<file path="src/rtl/ifetch_stage.sv">
`default_nettype none
// ============================================================================
// Module      : ifetch_stage
// Description : Instruction fetch stage for the MIPS-subset core. Holds the
//               program counter, presents it to a combinational instruction
//               ROM, and captures the returned word into the IF/ID pipeline
//               register. Handles hazard stalls, branch/jump redirects with
//               flush, HALT detection and a saturating fetch counter.
//
// Ports       : clk          - system clock, rising-edge active
//               reset_n      - asynchronous active-low reset
//               imem_addr    - ROM fetch address (copy of the PC register)
//               imem_data    - ROM instruction word for imem_addr
//               stall        - hold PC, IF/ID, state and fetch counter
//               redirect     - load redirect_pc and flush IF/ID
//               redirect_pc  - redirect target address
//               ifid_instr   - registered instruction to decode
//               ifid_pc4     - registered PC+4 of ifid_instr
//               ifid_valid   - ifid_instr is a real fetch, not a bubble
//               halted       - high while in the HALT state
//               misalign     - sticky: a redirect target had bits [1:0] != 0
//               fetch_count  - saturating count of valid captures
//
// Revision    : 1.0 - initial release
// ============================================================================
module ifetch_stage #(
    parameter logic [31:0] RESET_PC    = 32'h0000_0000,
    parameter logic [5:0]  HALT_OPCODE = 6'd63,
    parameter logic [31:0] NOP_WORD    = 32'h0000_0000
) (
    input  logic        clk,
    input  logic        reset_n,
    output logic [31:0] imem_addr,
    input  logic [31:0] imem_data,
    input  logic        stall,
    input  logic        redirect,
    input  logic [31:0] redirect_pc,
    output logic [31:0] ifid_instr,
    output logic [31:0] ifid_pc4,
    output logic        ifid_valid,
    output logic        halted,
    output logic        misalign,
    output logic [15:0] fetch_count
);

    typedef enum logic [0:0] {
        ST_RUN  = 1'b0,
        ST_HALT = 1'b1
    } state_t;

    localparam logic [15:0] c_COUNT_MAX = 16'hFFFF;

    // ------------------------------------------------------------------------
    // State
    // ------------------------------------------------------------------------
    state_t      r_state;
    logic [31:0] r_pc;
    logic [31:0] r_instr;
    logic [31:0] r_pc4;
    logic        r_valid;
    logic        r_misalign;
    logic [15:0] r_count;

    // ------------------------------------------------------------------------
    // Next-state values
    // ------------------------------------------------------------------------
    state_t      w_state_nxt;
    logic [31:0] w_pc_nxt;
    logic [31:0] w_instr_nxt;
    logic [31:0] w_pc4_nxt;
    logic        w_valid_nxt;
    logic        w_misalign_nxt;
    logic [15:0] w_count_nxt;

    logic [31:0] w_pc_plus4;
    logic [31:0] w_redirect_target;
    logic        w_is_halt;
    logic        w_target_misaligned;

    // PC arithmetic wraps modulo 2^32 by virtue of the 32-bit result width.
    assign w_pc_plus4          = r_pc + 32'd4;
    // Targets are forced word-aligned; the low bits only feed the sticky flag.
    assign w_redirect_target   = {redirect_pc[31:2], 2'b00};
    assign w_target_misaligned = |redirect_pc[1:0];
    assign w_is_halt           = (imem_data[31:26] == HALT_OPCODE);

    always_comb begin
        w_state_nxt    = r_state;
        w_pc_nxt       = r_pc;
        w_instr_nxt    = r_instr;
        w_pc4_nxt      = r_pc4;
        w_valid_nxt    = r_valid;
        w_misalign_nxt = r_misalign;
        w_count_nxt    = r_count;

        if (redirect) begin
            // Redirect wins over stall. From HALT it means the HALT word
            // was fetched down a wrong path, so resume running.
            w_pc_nxt       = w_redirect_target;
            w_instr_nxt    = NOP_WORD;
            w_valid_nxt    = 1'b0;
            w_misalign_nxt = r_misalign | w_target_misaligned;
            w_state_nxt    = ST_RUN;
        end else if (stall) begin
            // Everything holds (defaults).
        end else begin
            case (r_state)
                ST_RUN: begin
                    w_instr_nxt = imem_data;
                    w_pc4_nxt   = w_pc_plus4;
                    w_valid_nxt = 1'b1;
                    w_pc_nxt    = w_pc_plus4;
                    if (r_count != c_COUNT_MAX) begin
                        w_count_nxt = r_count + 16'd1;
                    end
                    // The HALT word itself is delivered; the stage stops
                    // fetching from the following edge.
                    if (w_is_halt) begin
                        w_state_nxt = ST_HALT;
                    end
                end
                ST_HALT: begin
                    // PC stays at the address after the HALT word.
                    w_instr_nxt = NOP_WORD;
                    w_valid_nxt = 1'b0;
                end
                default: begin
                    w_state_nxt = ST_RUN;
                end
            endcase
        end
    end

    always_ff @(posedge clk or negedge reset_n) begin
        if (!reset_n) begin
            r_state    <= ST_RUN;
            r_pc       <= RESET_PC;
            r_instr    <= NOP_WORD;
            r_pc4      <= 32'h0000_0000;
            r_valid    <= 1'b0;
            r_misalign <= 1'b0;
            r_count    <= 16'h0000;
        end else begin
            r_state    <= w_state_nxt;
            r_pc       <= w_pc_nxt;
            r_instr    <= w_instr_nxt;
            r_pc4      <= w_pc4_nxt;
            r_valid    <= w_valid_nxt;
            r_misalign <= w_misalign_nxt;
            r_count    <= w_count_nxt;
        end
    end

    // ------------------------------------------------------------------------
    // Outputs
    // ------------------------------------------------------------------------
    assign imem_addr   = r_pc;
    assign ifid_instr  = r_instr;
    assign ifid_pc4    = r_pc4;
    assign ifid_valid  = r_valid;
    assign halted      = (r_state == ST_HALT);
    assign misalign    = r_misalign;
    assign fetch_count = r_count;

endmodule
`default_nettype wire
</file>
<file path="config.mk">
export PLATFORM = sky130hd
export DESIGN_NAME = ifetch_stage
export DESIGN_NICKNAME = d
export VERILOG_FILES = /design/src/rtl/ifetch_stage.sv
export SDC_FILE = /design/constraint.sdc
export NUM_CORES = 1
export LEC_CHECK = 0
export CAP_MARGIN = 0
export CORE_MARGIN = 10
export CORE_UTILIZATION = 41
export DETAILED_ROUTE_END_ITERATION = 12
export GPL_TIMING_DRIVEN = 0
export PLACE_DENSITY_LB_ADDON = 0.2
export SLEW_MARGIN = 40
export SYNTH_ARGS = -nofsm -noshare
export SYNTH_HDL_FRONTEND = slang
export SYNTH_SLANG_ARGS = --single-unit
</file>
<file path="constraint.sdc">
create_clock -name clk -period 1.8 [get_ports clk]
set_input_delay 0.54 -clock clk [delete_from_list [all_inputs] [get_ports clk]]
set_output_delay 0.54 -clock clk [all_outputs]
set_load 0.005 [all_outputs]
</file>
==> metrics.yaml, run 1 <==
die:
  num_rows: 41
  initial_core_util_pct: 42.2
  dieArea_mm2: 0.0181
  core_region_area_mm2: 0.0127
  fp.dieW_um: 134
  ios: 183
  die_h_um: 134
synthesis:
  yosysUniqueCellTypes: 44
  ys_ff_latch: 111
  syn_area_mm2: 0.00537
  ys.flop_type: "dfrtp_1"
  synth_async_sr_flop_share_pct: 100
  synth_cells: 527
  yosysTopAreaCellShare_pct: 51.7
  synth_area_leaders: "dfrtp_1, xor2_1, a22o_1"
  yosysWarnings: 0
  syn_avg_cell_area_um2: 10.2
  synth_top_area_cell: "dfrtp_1"
  yosysMostFrequentCell: "dfrtp_1"
  ys_seq_area_share_pct: 51.7
  synth_common_cells: "dfrtp_1, nand2_1, xor2_1"
  synth_edf_count: 0
cts:
  postCtsHoldBufs: 0
  clock-sinks: 111
  worstSkewPairLatency_ns: 0.35
  clk_pin_slew_ns: 0.07
  tritoncts: "yes"
  clock_path_buffers: 2
  cts-root-buf: "clkbuf_16"
  cts_htree_levels: 3
  numCtsBuffers: 9
placed_design:
  dp.cells: 879
  place_ws_ns: -0.402
  hpwl_um: 12700
  placed_cell_area_mm2: 0.00742
  numPortBuffers: 176
  gp_congestion: 0.892
detailed_routing:
  viasPerCell: 5.09
  drt-met1-wl_um: 7530
  topRoutingLayerUsed: "met4"
  num_vias: 4866
  antenna_left: 0
  first_iter_violations: 315
  wl_met3_um: 1340
  drt_wl_total_um: 17700
  wl_per_cell_um: 18.5
  drt_pass1_iterations: 4
  dr_wl_met2_um: 8660
  drc: 0
grt:
  grt_max_degree: 65
  grt_pass1_vias: 5062
  grt_use_total_pct: 18.7
  grt.overflow.total: 0
  grt_pass1_wl_um: 27300
  antenna_found_initial: 0
power:
  p_total_mw: 6.79
  cellPowerDensity_mw_per_mm2: 805
  peakVddDrop_mv: 0.437
  leakage_nw: 3.86
worst_setup_path:
  path_max_fanout: 2
  cp_cell_sequence: "clkdlybuf4s50_1"
  worst-endpoint-arrival_ns: 1.24
  crit_family: "buffers and inverters"
  cp-end-kind: "primary output"
  path_buf_inv: 1
  cp.required_ns: 1.26
  cp_slowest_cell: "clkdlybuf4s50_1"
  crit_path_start_kind: "flop"
  max_stage_delay_ns: 0.54
  critPathKind: "flop to primary output"
sta:
  tns_ns: 0
  clock.fmax_mhz: 563
  fin_ws_ns: 0.0240
  hold_violations: 0
  maxSlewViolCount: 0
  hold-worst-slack_ns: 0.0845
  worst_slew_pin_slew_ns: 0.520
  rsz0062_at_grt: "yes"
  clock_skew_ns: 0.0110
  post-route-min-period_ns: 1.78
  finalSetupViolCount: 0
  fin_crit_sh_pct: 98.7
  slew_headroom_pct: 65.3
status:
  outcome: "complete, no violations"
final_layout:
  diodes: 0
  finalInstanceArea_mm2: 0.00844
  drive_above_1_share_pct: 20.8
  utilization_pct: 66.3
  layout-area-overhead-vs-synth_pct: 57.0
  final_cells: 956
  final_nets: 849
hold_path:
  hold_class: "input port to async pin"
flow_run:
  maxCapViolCount: 0
==> what timing repair did <==
item | CTS | global route
resized for setup | 50 | 67
cloned | 0 | 1
setup buffers | 44 | 18
pin swaps | 7 | 15
endpoints found under the setup margin | 119 | 78
==> flip-flops by register name, summed over array words and instances, names as in the netlist <==
register     flops
fetch_count     16
imem_addr       30
ifid_valid       1
halted           1
ifid_instr      32
misalign         1
ifid_pc4        30
==> power by group <==
group          leakage (nW)  switching, mW  total [mW]  internal [mW]
clock                 0.144          0.905        2.02           1.11
combinational          2.36          0.768        1.78           1.02
sequential             1.36          0.211        2.99           2.78
total                  3.86           1.88        6.79           4.90
==> routing by layer <==
metal	global-route usage, %	vias up
met5	0	-
met4	6.41	0
met3	5.97	16
met2	30.3	172
met1	23.0	2347
li1	-	2331
==> placed cells by master, fill, tap and decap left out, drive strengths merged, types with 2 or more instances in the layout <==
master	instances
nand4	19
and3	10
and2	6
dfrtp	111
conb	4
o21ai	32
clkbuf	29
nand3	35
a21oi	29
ha	2
xnor2	22
clkdlybuf4s50	131
nand2	57
nand2b	2
clkinvlp	2
nor4	6
nor3	10
a22o	32
xor2	48
dlygate4sd2	18
dlymetal6s2s	26
clkinv	3
mux2	3
mux2i	2
buf	87
nor2	41
and4	6
==> area by class of cell <==
type | count | area, um^2
fillers | 1045 | 4290
flip-flops and latches | 111 | 2800
multi-input cells | 375 | 2540
repair buffers | 240 | 2310
plain buffers | 41 | 268
clock buffers | 10 | 239
well taps | 172 | 215
clock inverters | 6 | 60.1
inverters | 1 | 3.75
==> cell families after synthesis <==
logic type	synth area share [%]
xor+xnor	11.4
flops	51.7
other cells	0.0698
mux	1.00
compound gates	11.5
buf+inv	4.43
fa+ha+maj	0.466
simple gates	19.4
==> final timing paths <==
path | from | endpoint | slack (ns) | cells after the start
setup / recovery | ifid_instr[0] | ifid_instr[0] | 0.02 | 1
hold / removal | reset_n | fetch_count[14] | 0.08 | 1
max in group asynchronous | reset_n | imem_addr[24] | 1.03 | 2
min in group clk | misalign | misalign | 0.47 | 1
hold reg to reg | misalign | misalign | 0.47 | 1
setup reg to reg | imem_addr[26] | imem_addr[28] | 0.03 | 5
No activity file was read; power rests on OpenSTA's default activity.
==> run 2: changes to the inputs <==
CORE_ASPECT_RATIO = 0.5   (was unset)
==> metrics.yaml, run 2 (synthesis results as in run 1) <==
status:
  outcome: "complete, no violations"
final_layout:
  finalInstanceArea_mm2: 0.00851  # +0.85%
  layout.cells.most_common: "clkdlybuf4s50_1"
  fillCellCount: 1012  # -3.2%
  layout-area-overhead-vs-synth_pct: 58.4
  multiInputGateArea_mm2: 0.00252  # -0.64%
  largest_reg_flops: 32  # unchanged
  final_nets: 848  # -0.12%
  drive_above_1_share_pct: 20.2  # -0.61 points
  ff_latch_area_mm2: 0.00280  # -0.18%
  diodes: 0  # unchanged
  final_cell_mix: "clkdlybuf4s50_1, dfrtp_1, buf_4, nand2_1, xor2_1"
detailed_routing:
  drt-met1-wl_um: 7650  # +1.6%
  viasPerCell: 5.13  # +0.81%
  wl_met3_um: 1100  # -18%
  topRoutingLayerUsed: "met4"
  antenna_left: 0  # unchanged
  drc: 0  # unchanged
  first_iter_violations: 259  # -18%
  drt_wl_total_um: 17500  # -1.2%
  wl_per_cell_um: 18.4  # -0.88%
  drt_pass1_iterations: 4  # unchanged
  num_vias: 4890  # +0.49%
  dr_wl_met2_um: 8500  # -1.8%
cts:
  tritoncts: "yes"
  worstSkewPairLatency_ns: 0.36  # about the same
  clock_path_buffers: 2  # unchanged
  numCtsBuffers: 9  # unchanged
  clock-sinks: 111  # unchanged
  cts-root-buf: "clkbuf_16"
  postCtsHoldBufs: 0  # unchanged
  clk_pin_slew_ns: 0.08  # about the same
  cts_htree_levels: 3  # unchanged
power:
  cellPowerDensity_mw_per_mm2: 813  # +1.1%
  peakVddDrop_mv: 0.431  # -1.5%
  p_total_mw: 6.92  # +1.9%
  leakage_nw: 4.13  # +6.9%
worst_setup_path:
  cp_slowest_cell: "clkdlybuf4s50_1"
  path_buf_inv: 1  # unchanged
  worst-endpoint-arrival_ns: 1.24  # about the same
  critPathKind: "flop to primary output"
  cp.required_ns: 1.26  # about the same
  cp_cell_sequence: "clkdlybuf4s50_1"
  cp-end-kind: "primary output"
  timing.rr.start: "imem_addr[2]"
  crit_start: "ifid_instr[16]"
  crit_family: "buffers and inverters"
  crit_path_start_kind: "flop"
  max_stage_delay_ns: 0.53  # about the same
  path_max_fanout: 2  # unchanged
die:
  ios: 183  # unchanged
  fp.dieW_um: 182  # +35%
  num_rows: 29  # -29%
  die_h_um: 101  # -25%
  initial_core_util_pct: 42.2  # -0.046 points
  dieArea_mm2: 0.0184  # +1.5%
  core_region_area_mm2: 0.0127  # +0.11%
grt:
  grt.overflow.total: 0  # unchanged
  grt_use_total_pct: 18.1  # -0.63 points
  antenna_found_initial: 0  # unchanged
  grt_pass1_wl_um: 26900  # -1.6%
  grt_max_degree: 62  # -4.6%
  grt_pass1_vias: 4917  # -2.9%
placed_design:
  hpwl_um: 12300  # -2.7%
  placed_cell_area_mm2: 0.00741  # about the same
  numPortBuffers: 176  # unchanged
  place_ws_ns: -0.489  # -0.0871 ns
  gp_congestion: 0.809  # -9.3%
sta:
  fin_crit_sh_pct: 98.8  # +0.15 points
  hold_violations: 0  # unchanged
  clock.fmax_mhz: 562  # -0.15%
  worst_slew_pin_slew_ns: 0.532  # +0.0119 ns
  finalSetupViolCount: 0  # unchanged
  slew_headroom_pct: 64.6  # -0.79 points
  rsz0062_at_grt: "yes"
  post-route-min-period_ns: 1.78  # +0.00273 ns
  fin_ws_ns: 0.0212  # -0.00273 ns
  tns_ns: 0  # unchanged
  maxSlewViolCount: 0  # unchanged
  clock_skew_ns: 0.00741  # -0.00357 ns
flow_run:
  maxCapViolCount: 0  # unchanged
hold_path:
  hold_class: "input port to async pin"
run 2: final timing paths:
check,endpoint,slack [ns],cells past startpoint
min in group clk,ifid_valid,0.47,1
hold reg to reg,ifid_valid,0.47,1
max in group asynchronous,ifid_instr[29],1.06,2
setup reg to reg,ifid_pc4[26],0.03,8
hold / removal,imem_addr[2],0.11,1
setup / recovery,ifid_instr[16],0.02,1
run 2: metal layers:
layer | up-vias | track usage, %
li1 | 2341 | -
met1 | 2405 | 22.5
met2 | 125 | 30.2
met3 | 19 | 5.13
met4 | 0 | 5.28
met5 | - | 0
run 2: what timing repair did:
action                     in CTS  in global routing
gates resized for setup        44                 92
gates cloned                    1                  1
pin swaps                       7                 17
setup endpoints to repair     124                106
setup buffers                  46                 14
run 2: layout make-up:
cell class	instances	area share, %
sequential	111	32.9
multi-input combinational	375	29.6
timing repair buffer	239	27.9
buffer	41	3.18
clock buffer	9	2.65
tap	170	2.50
clock inverter	7	1.22
inverter	1	0.0441
run 2: power by group:
| part | switching (mW) | internal (mW) | leakage, nW | total, mW |
|---|---|---|---|---|
| Clock | 0.972 | 1.24 | 0.154 | 2.21 |
| Combinational | 0.752 | 0.988 | 2.61 | 1.74 |
| Sequential | 0.193 | 2.77 | 1.36 | 2.97 |
run 2: stage by stage:
step	std cells	hold slack [ns]	util, %
finish	953	0.111	66.8
CTS	939	0.136	63.9
global placement	876	0.450	58.0
floorplan	530	0.244	-
detailed placement	877	0.464	58.2
global route	953	0.141	66.8
